File: config.mk
export PLATFORM = sky130hd
export DESIGN_NAME = ucsbece154b_mem_arbiter_flat
export DESIGN_NICKNAME = d
export VERILOG_FILES = /design/src/rtl/ucsbece154b_mem_arbiter_if.sv /design/src/rtl/ucsbece154b_mem_arbiter.sv /design/src/flat_wrapper.sv
export SDC_FILE = /design/constraint.sdc
export NUM_CORES = 1
export LEC_CHECK = 0
export CAP_MARGIN = 20
export CORE_MARGIN = 2
export CORE_UTILIZATION = 30
export DETAILED_ROUTE_END_ITERATION = 6
export PLACE_DENSITY = 0.9
export REMOVE_ABC_BUFFERS = 1
export SKIP_CTS_REPAIR_TIMING = 1
export SLEW_MARGIN = 15
export SYNTH_ARGS = -nofsm -noshare
export SYNTH_HDL_FRONTEND = slang
export SYNTH_SLANG_ARGS = --single-unit
File: constraint.sdc
create_clock -name Clk -period 2 [get_ports Clk]
set_clock_uncertainty 0.2 [all_clocks]
set_input_delay 0.3 -clock Clk [delete_from_list [all_inputs] [get_ports Clk]]
set_output_delay 0.3 -clock Clk [all_outputs]
set_load 0.1 [all_outputs]
File: src/rtl/ucsbece154b_mem_arbiter_if.sv
// Cache-fill bus between the I/D caches, the memory arbiter and the SDRAM burst port.
// master is the arbiter's view; slave is the cache/SDRAM side.
interface ucsbece154b_mem_arbiter_if #(
    parameter int WORD_SIZE = 32
);
    logic                 IReadRequest;
    logic [31:0]          IReadAddress;
    logic [WORD_SIZE-1:0] IDataOut;
    logic                 IDataReady;
    logic                 IGrant;
    logic                 DReadRequest;
    logic [31:0]          DReadAddress;
    logic [WORD_SIZE-1:0] DDataOut;
    logic                 DDataReady;
    logic                 DGrant;
    logic [31:0]          MemReadAddress;
    logic                 MemReadRequest;
    logic [WORD_SIZE-1:0] MemDataIn;
    logic                 MemDataReady;

    modport master (
        input  IReadRequest, IReadAddress, DReadRequest, DReadAddress, MemDataIn, MemDataReady,
        output IDataOut, IDataReady, IGrant, DDataOut, DDataReady, DGrant,
               MemReadAddress, MemReadRequest
    );

    modport slave (
        output IReadRequest, IReadAddress, DReadRequest, DReadAddress, MemDataIn, MemDataReady,
        input  IDataOut, IDataReady, IGrant, DDataOut, DDataReady, DGrant,
               MemReadAddress, MemReadRequest
    );
endinterface

File: src/rtl/ucsbece154b_mem_arbiter.sv
// Round-robin arbiter sharing one SDRAM burst port between I and D line fills; grant one cycle after a win.
// A burst runs BLOCK_WORDS beats paced by MemDataReady, then one DONE cycle; losers wait unacknowledged.
module ucsbece154b_mem_arbiter #(
    parameter int BLOCK_WORDS = 4,
    parameter int WORD_SIZE   = 32
) (
    input  logic Clk,
    input  logic Reset,
    ucsbece154b_mem_arbiter_if.master bus
);
    localparam int CW   = $clog2(BLOCK_WORDS);
    localparam int OFFS = CW + 2;
    localparam logic [CW-1:0] LAST_BEAT   = CW'(BLOCK_WORDS - 1);
    localparam logic [31:0]   OFFS_MASK   = (32'd1 << OFFS) - 32'd1;

    typedef enum logic [1:0] {IDLE, BURST, DONE} state_t;

    state_t        state;
    logic          owner;        // 0 = I, 1 = D
    logic          last_winner;  // 0 = I, 1 = D
    logic [CW-1:0] cnt;
    logic [31:0]   mem_addr;
    logic          mem_req;
    logic          i_grant;
    logic          d_grant;

    logic          win_d;
    logic [31:0]   win_addr;
    logic          i_route;
    logic          d_route;

    // On a tie the side that did not win last time gets the port.
    assign win_d    = bus.DReadRequest & (~bus.IReadRequest | ~last_winner);
    assign win_addr = win_d ? bus.DReadAddress : bus.IReadAddress;

    always_ff @(posedge Clk) begin
        if (Reset) begin
            state       <= IDLE;
            owner       <= 1'b0;
            last_winner <= 1'b1;
            cnt         <= '0;
            mem_addr    <= '0;
            mem_req     <= 1'b0;
            i_grant     <= 1'b0;
            d_grant     <= 1'b0;
        end else begin
            case (state)
                IDLE: begin
                    if (bus.IReadRequest || bus.DReadRequest) begin
                        state       <= BURST;
                        owner       <= win_d;
                        last_winner <= win_d;
                        cnt         <= '0;
                        mem_addr    <= win_addr & ~OFFS_MASK;
                        mem_req     <= 1'b1;
                        i_grant     <= ~win_d;
                        d_grant     <= win_d;
                    end
                end
                BURST: begin
                    if (bus.MemDataReady) begin
                        cnt <= cnt + CW'(1);
                        if (cnt == LAST_BEAT) begin
                            state   <= DONE;
                            mem_req <= 1'b0;
                            i_grant <= 1'b0;
                            d_grant <= 1'b0;
                        end
                    end
                end
                DONE:    state <= IDLE;
                default: state <= IDLE;
            endcase
        end
    end

    // Beats are forwarded straight through so the owning cache sees data in the cycle it arrives.
    assign i_route = (state == BURST) && !owner;
    assign d_route = (state == BURST) && owner;

    assign bus.IDataReady     = i_route & bus.MemDataReady;
    assign bus.DDataReady     = d_route & bus.MemDataReady;
    assign bus.IDataOut       = i_route ? bus.MemDataIn : {WORD_SIZE{1'b0}};
    assign bus.DDataOut       = d_route ? bus.MemDataIn : {WORD_SIZE{1'b0}};
    assign bus.IGrant         = i_grant;
    assign bus.DGrant         = d_grant;
    assign bus.MemReadRequest = mem_req;
    assign bus.MemReadAddress = mem_addr;
endmodule

File: src/flat_wrapper.sv
// flat-port wrapper written by rule: the top's interface ports become plain ports
module ucsbece154b_mem_arbiter_flat 
#(
    parameter int BLOCK_WORDS = 4,
    parameter int WORD_SIZE   = 32
)
  (Clk, Reset, bus_IReadRequest, bus_IReadAddress, bus_DReadRequest, bus_DReadAddress, bus_MemDataIn, bus_MemDataReady, bus_IDataOut, bus_IDataReady, bus_IGrant, bus_DDataOut, bus_DDataReady, bus_DGrant, bus_MemReadAddress, bus_MemReadRequest);
  ucsbece154b_mem_arbiter_if #(.WORD_SIZE(WORD_SIZE)) bus_i ();
  input  logic Clk;
  input  logic Reset;
  input wire logic [$bits(bus_i.IReadRequest)-1:0] bus_IReadRequest;
  input wire logic [$bits(bus_i.IReadAddress)-1:0] bus_IReadAddress;
  input wire logic [$bits(bus_i.DReadRequest)-1:0] bus_DReadRequest;
  input wire logic [$bits(bus_i.DReadAddress)-1:0] bus_DReadAddress;
  input wire logic [$bits(bus_i.MemDataIn)-1:0] bus_MemDataIn;
  input wire logic [$bits(bus_i.MemDataReady)-1:0] bus_MemDataReady;
  output wire logic [$bits(bus_i.IDataOut)-1:0] bus_IDataOut;
  output wire logic [$bits(bus_i.IDataReady)-1:0] bus_IDataReady;
  output wire logic [$bits(bus_i.IGrant)-1:0] bus_IGrant;
  output wire logic [$bits(bus_i.DDataOut)-1:0] bus_DDataOut;
  output wire logic [$bits(bus_i.DDataReady)-1:0] bus_DDataReady;
  output wire logic [$bits(bus_i.DGrant)-1:0] bus_DGrant;
  output wire logic [$bits(bus_i.MemReadAddress)-1:0] bus_MemReadAddress;
  output wire logic [$bits(bus_i.MemReadRequest)-1:0] bus_MemReadRequest;
  assign bus_i.IReadRequest = bus_IReadRequest;
  assign bus_i.IReadAddress = bus_IReadAddress;
  assign bus_i.DReadRequest = bus_DReadRequest;
  assign bus_i.DReadAddress = bus_DReadAddress;
  assign bus_i.MemDataIn = bus_MemDataIn;
  assign bus_i.MemDataReady = bus_MemDataReady;
  assign bus_IDataOut = bus_i.IDataOut;
  assign bus_IDataReady = bus_i.IDataReady;
  assign bus_IGrant = bus_i.IGrant;
  assign bus_DDataOut = bus_i.DDataOut;
  assign bus_DDataReady = bus_i.DDataReady;
  assign bus_DGrant = bus_i.DGrant;
  assign bus_MemReadAddress = bus_i.MemReadAddress;
  assign bus_MemReadRequest = bus_i.MemReadRequest;
  ucsbece154b_mem_arbiter #(.BLOCK_WORDS(BLOCK_WORDS), .WORD_SIZE(WORD_SIZE)) u_core (.Clk(Clk), .Reset(Reset), .bus(bus_i));
endmodule
==> results of run 1 <==
[logic make-up (layout without fill, tap and decap cells)]
group	after synthesis	in the layout	share of synthesized area
other	1	5	0.00177
adder cells (fa/ha/maj)	1	1	0.00589
AO/OA/AOI/OAI	71	71	0.228
flip-flops	37	37	0.349
AND/OR/NAND/NOR	142	142	0.346
buffers and inverters	32	218	0.0689
[report_power, final]
part | internal, mW | switching (mW) | total, mW | leakage (nW)
Sequential | 0.809 | 0.0471 | 0.856 | 0.308
Clock | 0.279 | 0.270 | 0.549 | 0.0512
Combinational | 0.688 | 1.29 | 1.98 | 1.86
[worst max path at each step]
stage                                 start                                         end  slack [ps]  depth (start not counted)
2_1_floorplan  u_core.state[1]$_SDFFE_PP0P_                             bus_IDataOut[0]        -670                          3
3_3_place_gp               bus_IReadRequest  u_core.bus.MemReadAddress[23]$_SDFFE_PP0P_          80                          6
3_5_place_dp               bus_DReadRequest   u_core.bus.MemReadAddress[5]$_SDFFE_PP0P_         -20                          5
4_1_cts        u_core.state[0]$_SDFFE_PP0P_                            bus_IDataOut[13]        -150                          5
5_1_grt        u_core.state[1]$_SDFFE_PP0P_                            bus_DDataOut[30]        -120                          4
6_report       u_core.state[1]$_SDFFE_PP0P_                            bus_IDataOut[13]         -60                          5
[worst max-delay path, stage by stage, from the launching register on]
cell       delay, ps
dfxtp_2          320
and2b_1          210
and2b_4          230
clkbuf_16        180
and2_4           160
buf_12           170
[stage by stage]
| stage | setup TNS (ps) | utilization | power, mW | area (um2) |
|---|---|---|---|---|
| floorplan | -30810 | - | 2.02 | 1990 |
| global placement | 0 | 0.702 | 2.72 | 4800 |
| detailed placement | -31.9 | 0.702 | 2.76 | 4800 |
| CTS | -6870 | 0.716 | 3.30 | 4890 |
| global route | -4220 | 0.743 | 3.50 | 5080 |
| finish | -1270 | 0.743 | 3.38 | 5080 |
[state kept, by name (all words and copies together) (netlist names)]
name,flops
u_core.cnt,2
u_core.bus.DGrant,1
u_core.bus.MemReadRequest,1
u_core.owner,1
u_core.bus.IGrant,1
u_core.state,2
u_core.last_winner,1
u_core.bus.MemReadAddress,28
[layout by cell type, fill, tap and decap left out, drive strengths merged]
cell type	instances
a21bo	1
and3	33
a21oi	34
o211ai	3
a311oi	28
dfxtp	37
nand3b	1
conb	4
and2b	2
clkdlybuf4s50	92
nand3	1
buf	116
nand4b	1
and2	33
ha	1
diode	1
a221o	1
nand2	62
a21boi	1
o32ai	1
or2	3
nand2b	1
clkinv	2
clkbuf	8
nor2b	1
o21ai	2
nor2	4
[layer usage]
| layer | track usage | share of wire | vias up |
|---|---|---|---|
| met5 | 0 | 0 | - |
| met4 | 0.0868 | 0.031 | 0 |
| met3 | 0.0735 | 0.091 | 24 |
| met2 | 0.450 | 0.51 | 175 |
| met1 | 0.243 | 0.36 | 1372 |
| li1 | - | - | 1376 |
[cell type report]
type | count | area, um2 | area share
diodes | 1 | 2.50 | 0.000493
flip-flops and latches | 37 | 746 | 0.147
clock buffers | 6 | 82.6 | 0.0163
repair buffers | 210 | 2780 | 0.546
well taps | 96 | 120 | 0.0237
multi-input cells | 218 | 1340 | 0.264
clock inverters | 2 | 13.8 | 0.00271
==> out/metrics.yaml, run 1 <==
outcome:
  outcome: "complete, but fails checks"
  violations: "setup timing"
drt:
  drt_iter0_drc: 154
  wl_um: 10400
  wl_per_cell_um: 18.2
  ant_nets: 0
  drc: 0
  firstDrtPassIters: 4
  routed_via_density: 5.17
  via_count: 2947
die:
  num_rows: 30
  die-width_um: 88.1
  top_level_ports: 202
  fp.dieArea_um2: 7770
  die_h_um: 88.1
  core_um2: 6830
  initial_core_util: 0.311
cells_and_area:
  layout.nets: 574
  drive_above_1_share: 0.351
  num-fill-cells: 441
  syn_to_final_growth_pct: 139
  layoutNonFillerInstCount: 570
global_route:
  grt_antenna_before_repair: 1
  grt_pass1_vias: 2803
  grt_max_degree: 36
  grt_pass1_wl_um: 14300
  overflow: 0
  grt_use_total: 0.237
timing:
  worst_slew_pin_slew_ps: 517
  fmax_ghz: 0.486
  report.final.slew_viol_count: 0
  rsz0062_at_grt: "yes"
  setup_ws_ps: -56.3
  finalHoldViolations: 0
  hold-worst-slack_ps: 259
  slew_headroom: 0.654
  fin_crit_ps: 2060
  finalSetupViolCount: 38
  layout_worst_path_cycle_share: 1.03
placement:
  place_ws_ps: -18.6
  dp_hpwl_um: 7730
  io_buffers: 189
  dp.cells: 556
  gp_congestion: 0.748
critical_path:
  crit-reg2reg-launch: "u_core.state[1]$_SDFFE_PP0P_"
  reg2reg_slack_ps: 410
  critPathCaptureType: "primary output"
  required_ps: 1500
  crit_path_start_kind: "flop"
  r2r-end: "u_core.bus.MemReadAddress[19]$_SDFFE_PP0P_"
  path_class: "reg2out"
  r2r_cells: 5
  cp_max_fo: 8
  cp.arrival_ps: 1560
logic_synthesis:
  ys_seq_area_frac: 0.349
  syn_inst: 284
  postSynth.asyncResetShare: 0
  synth-edff-count: 0
  yosysMostFrequentCell: "nand2_1"
  yosys-top-cells-count: "62 x nand2_1, 37 x dfxtp_1, 34 x a21oi_1"
  ys_types: 27
  netlist_area_um2: 2120
  synth_area_leaders: "dfxtp_1 35%, a311oi_1 12%, nand2_1 11%"
  synth-seq-cells: 37
  yosysWarnings: 0
  synth_area_per_cell_um2: 7.48
  synth_top_area_share: 0.349
  synth_ff_type: "dfxtp_1"
  yosys.area.top_type: "dfxtp_1"
power_and_ir_drop:
  p_per_area_nw_per_um2: 666
  ir_drop_uv: 537
  power_leakage_nw: 2.22
clocking:
  root_buffer: "clkbuf_8"
  cts_inserted_buffers: 5
  cts_tree: "built"
  cts.sinks: 37
  htree_levels: 2
  clock_latency_ps: 280
  cts.path.max_buffers: 2
  cts.clk_slew.worst_paths_ps: 70
min_path:
  min_path_type: "reg2reg"
  whs_path_depth: 2
  min_to: "u_core.bus.MemReadRequest$_SDFFE_PP0P_"
  hp-start: "u_core.bus.MemReadRequest$_SDFFE_PP0P_"
job:
  maxCapViolCount: 0
Note: power is estimated with default switching activity, not from simulation.
==> inputs of run 2 (changes only) <==
CORE_MARGIN = 1.5   (was 2)
==> out/metrics.yaml, run 2 (same netlist as run 1, synthesis figures left out) <==
clocking:
  htree_levels: 2  # unchanged
  root_buffer: "clkbuf_8"
  clock_latency_ps: 290  # about the same
  cts.path.max_buffers: 2  # unchanged
  cts.clk_slew.worst_paths_ps: 80  # about the same
  cts_inserted_buffers: 5  # unchanged
  cts_tree: "built"
  cts.sinks: 37  # unchanged
timing:
  fin_tns_setup_ps: -2840  # -1570 ps
  fmax_ghz: 0.475  # -2.2%
  fin_crit_ps: 2100  # +47.3 ps
  slew_headroom: 0.549  # -0.105
  hold-worst-slack_ps: 325  # +66.6 ps
  layout_worst_path_cycle_share: 1.05  # +0.0237
  report.final.slew_viol_count: 0  # unchanged
  finalSetupViolCount: 52  # +37%
  finalHoldViolations: 0  # unchanged
  setup_ws_ps: -104  # -47.3 ps
  rsz0062_at_grt: "yes"
  worst_slew_pin_slew_ps: 676  # +158 ps
critical_path:
  crit-reg2reg-launch: "u_core.state[1]$_SDFFE_PP0P_"
  r2r_cells: 4  # -1
  r2r-end: "u_core.bus.MemReadAddress[16]$_SDFFE_PP0P_"
  cp_max_fo: 8  # unchanged
  reg2reg_slack_ps: 80  # -330 ps
  crit_end: "bus_IDataOut[2]"
  cp.arrival_ps: 1600  # +40 ps
  crit_path_start_kind: "flop"
  crit_start: "u_core.state[1]$_SDFFE_PP0P_"
  path_class: "reg2out"
  critPathCaptureType: "primary output"
  required_ps: 1500  # about the same
power_and_ir_drop:
  p_switching_mw: 1.64  # +2.2%
  p_int_mw: 1.74  # -1.8%
  p_total_mw: 3.39  # about the same
  p_per_area_nw_per_um2: 664  # -0.29%
  p_sw_frac: 0.485  # +0.00996
  clkPwrFrac: 0.159  # -0.003
  power_leakage_nw: 2.19  # -1.3%
  pwr-share-seq: 0.254  # about the same
  ir_drop_uv: 380  # -29%
  combinationalPowerShare: 0.587  # +0.002
global_route:
  overflow: 0  # unchanged
  grt_pass1_vias: 2836  # +1.2%
  grt_use_total: 0.245  # +0.00796
  grt_max_degree: 35  # -2.8%
  grt_antenna_before_repair: 1  # unchanged
  grt_pass1_wl_um: 14400  # +0.87%
die:
  fp.dieArea_um2: 7590  # -2.3%
  num_rows: 30  # unchanged
  core_um2: 6830  # unchanged
  top_level_ports: 202  # unchanged
  die_h_um: 87.1  # -1.1%
  initial_core_util: 0.311  # unchanged
  die-width_um: 87.1  # -1.1%
placement:
  placed_area_um2: 4810  # +0.37%
  gp_congestion: 0.766  # +2.4%
  io_buffers: 189  # unchanged
  place_ws_ps: -112  # -93.2 ps
  dp_hpwl_um: 7830  # +1.3%
  dp.cells: 555  # -0.18%
drt:
  drc: 0  # unchanged
  ant_nets: 0  # unchanged
  wl_um: 11000  # +5.9%
  routed_via_density: 5.23  # +1.2%
  drt_iter0_drc: 235  # +53%
  via_count: 2973  # +0.88%
  firstDrtPassIters: 4  # unchanged
  wl_per_cell_um: 19.4  # +6.2%
cells_and_area:
  regArea_um2: 746  # unchanged
  layout.nets: 572  # -0.35%
  largest_reg_flops: 28  # unchanged
  syn_to_final_growth_pct: 140
  final_util: 0.746  # +0.00275
  num-fill-cells: 401  # -9.1%
  final_common_cell: "clkdlybuf4s50_1"
  layoutNonFillerInstCount: 568  # -0.35%
  final_cell_mix: "92 x clkdlybuf4s50_1, 75 x buf_12, 62 x nand2_1, 38 x buf_4, 35 x dfxtp_1"
  postLayoutCellArea_um2: 5100  # +0.37%
  drive_above_1_share: 0.363  # +0.0121
  multi_input_area_um2: 1370  # +2.3%
outcome:
  violations: "setup timing"
  outcome: "complete, but fails checks"
min_path:
  min_path_type: "reg2reg"
job:
  maxCapViolCount: 0  # unchanged
[run 2: how the worst min path moves through the flow]
stage	start	endpoint	slack, ps	cells past startpoint
3_3_place_gp	u_core.bus.MemReadRequest$_SDFFE_PP0P_	u_core.bus.MemReadRequest$_SDFFE_PP0P_	280	2
3_5_place_dp	u_core.bus.MemReadRequest$_SDFFE_PP0P_	u_core.bus.MemReadRequest$_SDFFE_PP0P_	290	2
4_1_cts	u_core.bus.MemReadRequest$_SDFFE_PP0P_	u_core.bus.MemReadRequest$_SDFFE_PP0P_	300	2
2_1_floorplan	Reset	u_core.bus.DGrant$_SDFFE_PP0P_	170	1
6_report	u_core.bus.MemReadAddress[27]$_SDFFE_PP0P_	u_core.bus.MemReadAddress[27]$_SDFFE_PP0P_	330	2
5_1_grt	u_core.bus.MemReadAddress[14]$_SDFFE_PP0P_	u_core.bus.MemReadAddress[14]$_SDFFE_PP0P_	350	2
[run 2: power by group through the flow]
stage,Combinational [mW],Clock [mW],Sequential [mW]
floorplan,0.688,0,1.33
global placement,1.86,0,0.869
detailed placement,1.89,0,0.873
CTS,1.89,0.544,0.858
global route,2.05,0.578,0.868
finish,1.99,0.538,0.861
[run 2: routing by layer]
layer	wire length, um	vias to the layer above	global-route usage
li1	-	1372	-
met1	3820	1393	0.246
met2	5900	183	0.478
met3	895	25	0.0645
met4	387	0	0.0909
met5	0	-	0
[run 2: critical path, cell delays in order, from the launching register on]
cell and delay [ps]:
dfxtp_2 340, and2b_2 230, and2b_4 230, clkbuf_16 180, and2_4 160, buf_12 170
[run 2: cell type report]
type	instances	area share
antenna	1	0.000491
clock buffer	5	0.0135
clock inverter	3	0.00417
multi-input combinational	218	0.269
sequential	37	0.146
tap	96	0.0236
timing repair buffer	208	0.543
==> inputs of run 3 (changes only) <==
CORE_MARGIN = 3   (was 1.5)
clock period = 2.39 ns   (was 2 ns; I/O delays follow)
==> out/metrics.yaml, run 3 (same netlist as run 1, synthesis figures left out) <==
outcome:
  outcome: "finished, final reports clean"
drt:
  wl_per_cell_um: 16.8  # -13%
  routed_via_density: 5.01  # -4.4%
  via_count: 2793  # -6.1%
  ant_nets: 0  # unchanged
  drt_iter0_drc: 106  # -55%
  drc: 0  # unchanged
  wl_um: 9350  # -15%
  firstDrtPassIters: 4  # unchanged
cells_and_area:
  syn_to_final_growth_pct: 126
  num-fill-cells: 486  # +21%
  final_common_cell: "clkdlybuf4s50_1"
  layoutNonFillerInstCount: 558  # -1.8%
  final_cell_mix: "92 x clkdlybuf4s50_1, 70 x buf_12, 62 x nand2_1, 37 x buf_4, 37 x dfxtp_1"
  largest_reg_flops: 28  # unchanged
  final_util: 0.703  # -0.0430
  layout.nets: 563  # -1.6%
  postLayoutCellArea_um2: 4800  # -5.8%
  diodes: 0  # -1
  drive_above_1_share: 0.260  # -0.103
placement:
  io_buffers: 189  # unchanged
  gp_congestion: 0.813  # +6.2%
  placed_area_um2: 4710  # -2.1%
  dp.cells: 550  # -0.90%
  dp_hpwl_um: 7770  # -0.80%
die:
  num_rows: 30  # unchanged
  initial_core_util: 0.311  # unchanged
  top_level_ports: 202  # unchanged
  fp.dieArea_um2: 8120  # +7.0%
  core_um2: 6830  # unchanged
  die_h_um: 90.1  # +3.4%
  die-width_um: 90.1  # +3.4%
job:
  maxCapViolCount: 0  # unchanged
global_route:
  grt_max_degree: 36  # +2.9%
  grt_use_total: 0.220  # -0.0252
  grt_pass1_vias: 2666  # -6.0%
  grt_pass1_wl_um: 14600  # +0.86%
  grt_antenna_before_repair: 0  # -1
  overflow: 0  # unchanged
clocking:
  clock_latency_ps: 280  # about the same
  cts_tree: "built"
  root_buffer: "clkbuf_8"
  cts_inserted_buffers: 5  # unchanged
  cts.sinks: 37  # unchanged
  htree_levels: 2  # unchanged
  cts.clk_slew.worst_paths_ps: 70  # about the same
  cts.path.max_buffers: 2  # unchanged
power_and_ir_drop:
  p_switching_mw: 1.31  # -21%
  p_sw_frac: 0.487  # +0.00205
  p_per_area_nw_per_um2: 558  # -16%
  combinationalPowerShare: 0.578  # -0.009
  p_total_mw: 2.68  # -21%
  p_int_mw: 1.37  # -21%
  clkPwrFrac: 0.156  # -0.003
  power_leakage_nw: 2.07  # -5.3%
  pwr-share-seq: 0.266  # +0.012
  ir_drop_uv: 449  # +18%
timing:
  report.final.slew_viol_count: 0  # unchanged
  rsz0062_at_grt: "no"
  finalSetupViolCount: 0  # -100%
  fmax_ghz: 0.460
  slew_headroom: 0.500  # -0.0482
  worst_slew_pin_slew_ps: 749  # +73.1 ps
  fin_crit_ps: 2170
  hold-worst-slack_ps: 263  # -62.6 ps
  layout_worst_path_cycle_share: 0.910
  finalHoldViolations: 0  # unchanged
critical_path:
  critPathCaptureType: "primary output"
  cp.arrival_ps: 1620  # +20 ps
  r2r_cells: 4  # unchanged
  cp_max_fo: 33  # +25
  required_ps: 1830  # +330 ps
  path_class: "reg2out"
  crit_path_start_kind: "flop"
min_path:
  whs_path_depth: 2  # unchanged
  min_path_type: "reg2reg"
[run 3: changes by cell type in the layout (fill, tap and decap cells not counted), sizes merged]
cell | previous run | this run
diode | 1 | 0
clkinv | 1 | 2
buf | 114 | 107
clkbuf | 7 | 5
inv | 1 | 0
[run 3: per-layer routing]
layer / GRT usage / share of wire / up-vias
li1: - / - / 1349
met1: 0.241 / 0.38 / 1299
met2: 0.427 / 0.54 / 143
met3: 0.0577 / 0.075 / 2
met4: 0.0344 / 0.0031 / 0
met5: 0 / 0 / -
[run 3: final cells by class]
cell class	count	area [um2]	share of cell area
Timing Repair Buffer	199	2600	0.541
Clock buffer	5	68.8	0.0143
Multi-Input combinational cell	218	1260	0.262
Clock inverter	3	17.5	0.00365
Sequential cell	37	741	0.154
Tap cell	96	120	0.0250
[run 3: worst max-delay path, cell delays in order, from the launching register on]
cell     delay [ps]
dfxtp_1         400
and2b_1         160
and2b_4         340
and2_1          240
buf_12          190
[run 3: power groups by stage]
stage	Clock, mW	Sequential [mW]	Combinational, mW
floorplan	0	1.11	0.576
CTS	0.432	0.714	1.55
finish	0.418	0.714	1.55
detailed placement	0	0.727	1.55
global route	0.450	0.720	1.60
global placement	0	0.723	1.53
[run 3: metrics by stage]
stage | TNS (ps) | setup WS [ps]
6_report | 0 | 216
5_1_grt | 0 | 87.0
4_1_cts | -4690 | -175
3_5_place_dp | 0 | 149
3_3_place_gp | 0 | 217
2_1_floorplan | -11140 | -338
[run 3: final timing paths]
path | from | endpoint | slack (ps)
max reg2reg | u_core.state[1]$_SDFFE_PP0P_ | u_core.bus.MemReadAddress[22]$_SDFFE_PP0P_ | 590
min reg2reg | u_core.bus.MemReadRequest$_SDFFE_PP0P_ | u_core.bus.MemReadRequest$_SDFFE_PP0P_ | 260
max | u_core.state[0]$_SDFFE_PP0P_ | bus_IDataOut[8] | 220
min | u_core.bus.MemReadRequest$_SDFFE_PP0P_ | u_core.bus.MemReadRequest$_SDFFE_PP0P_ | 260
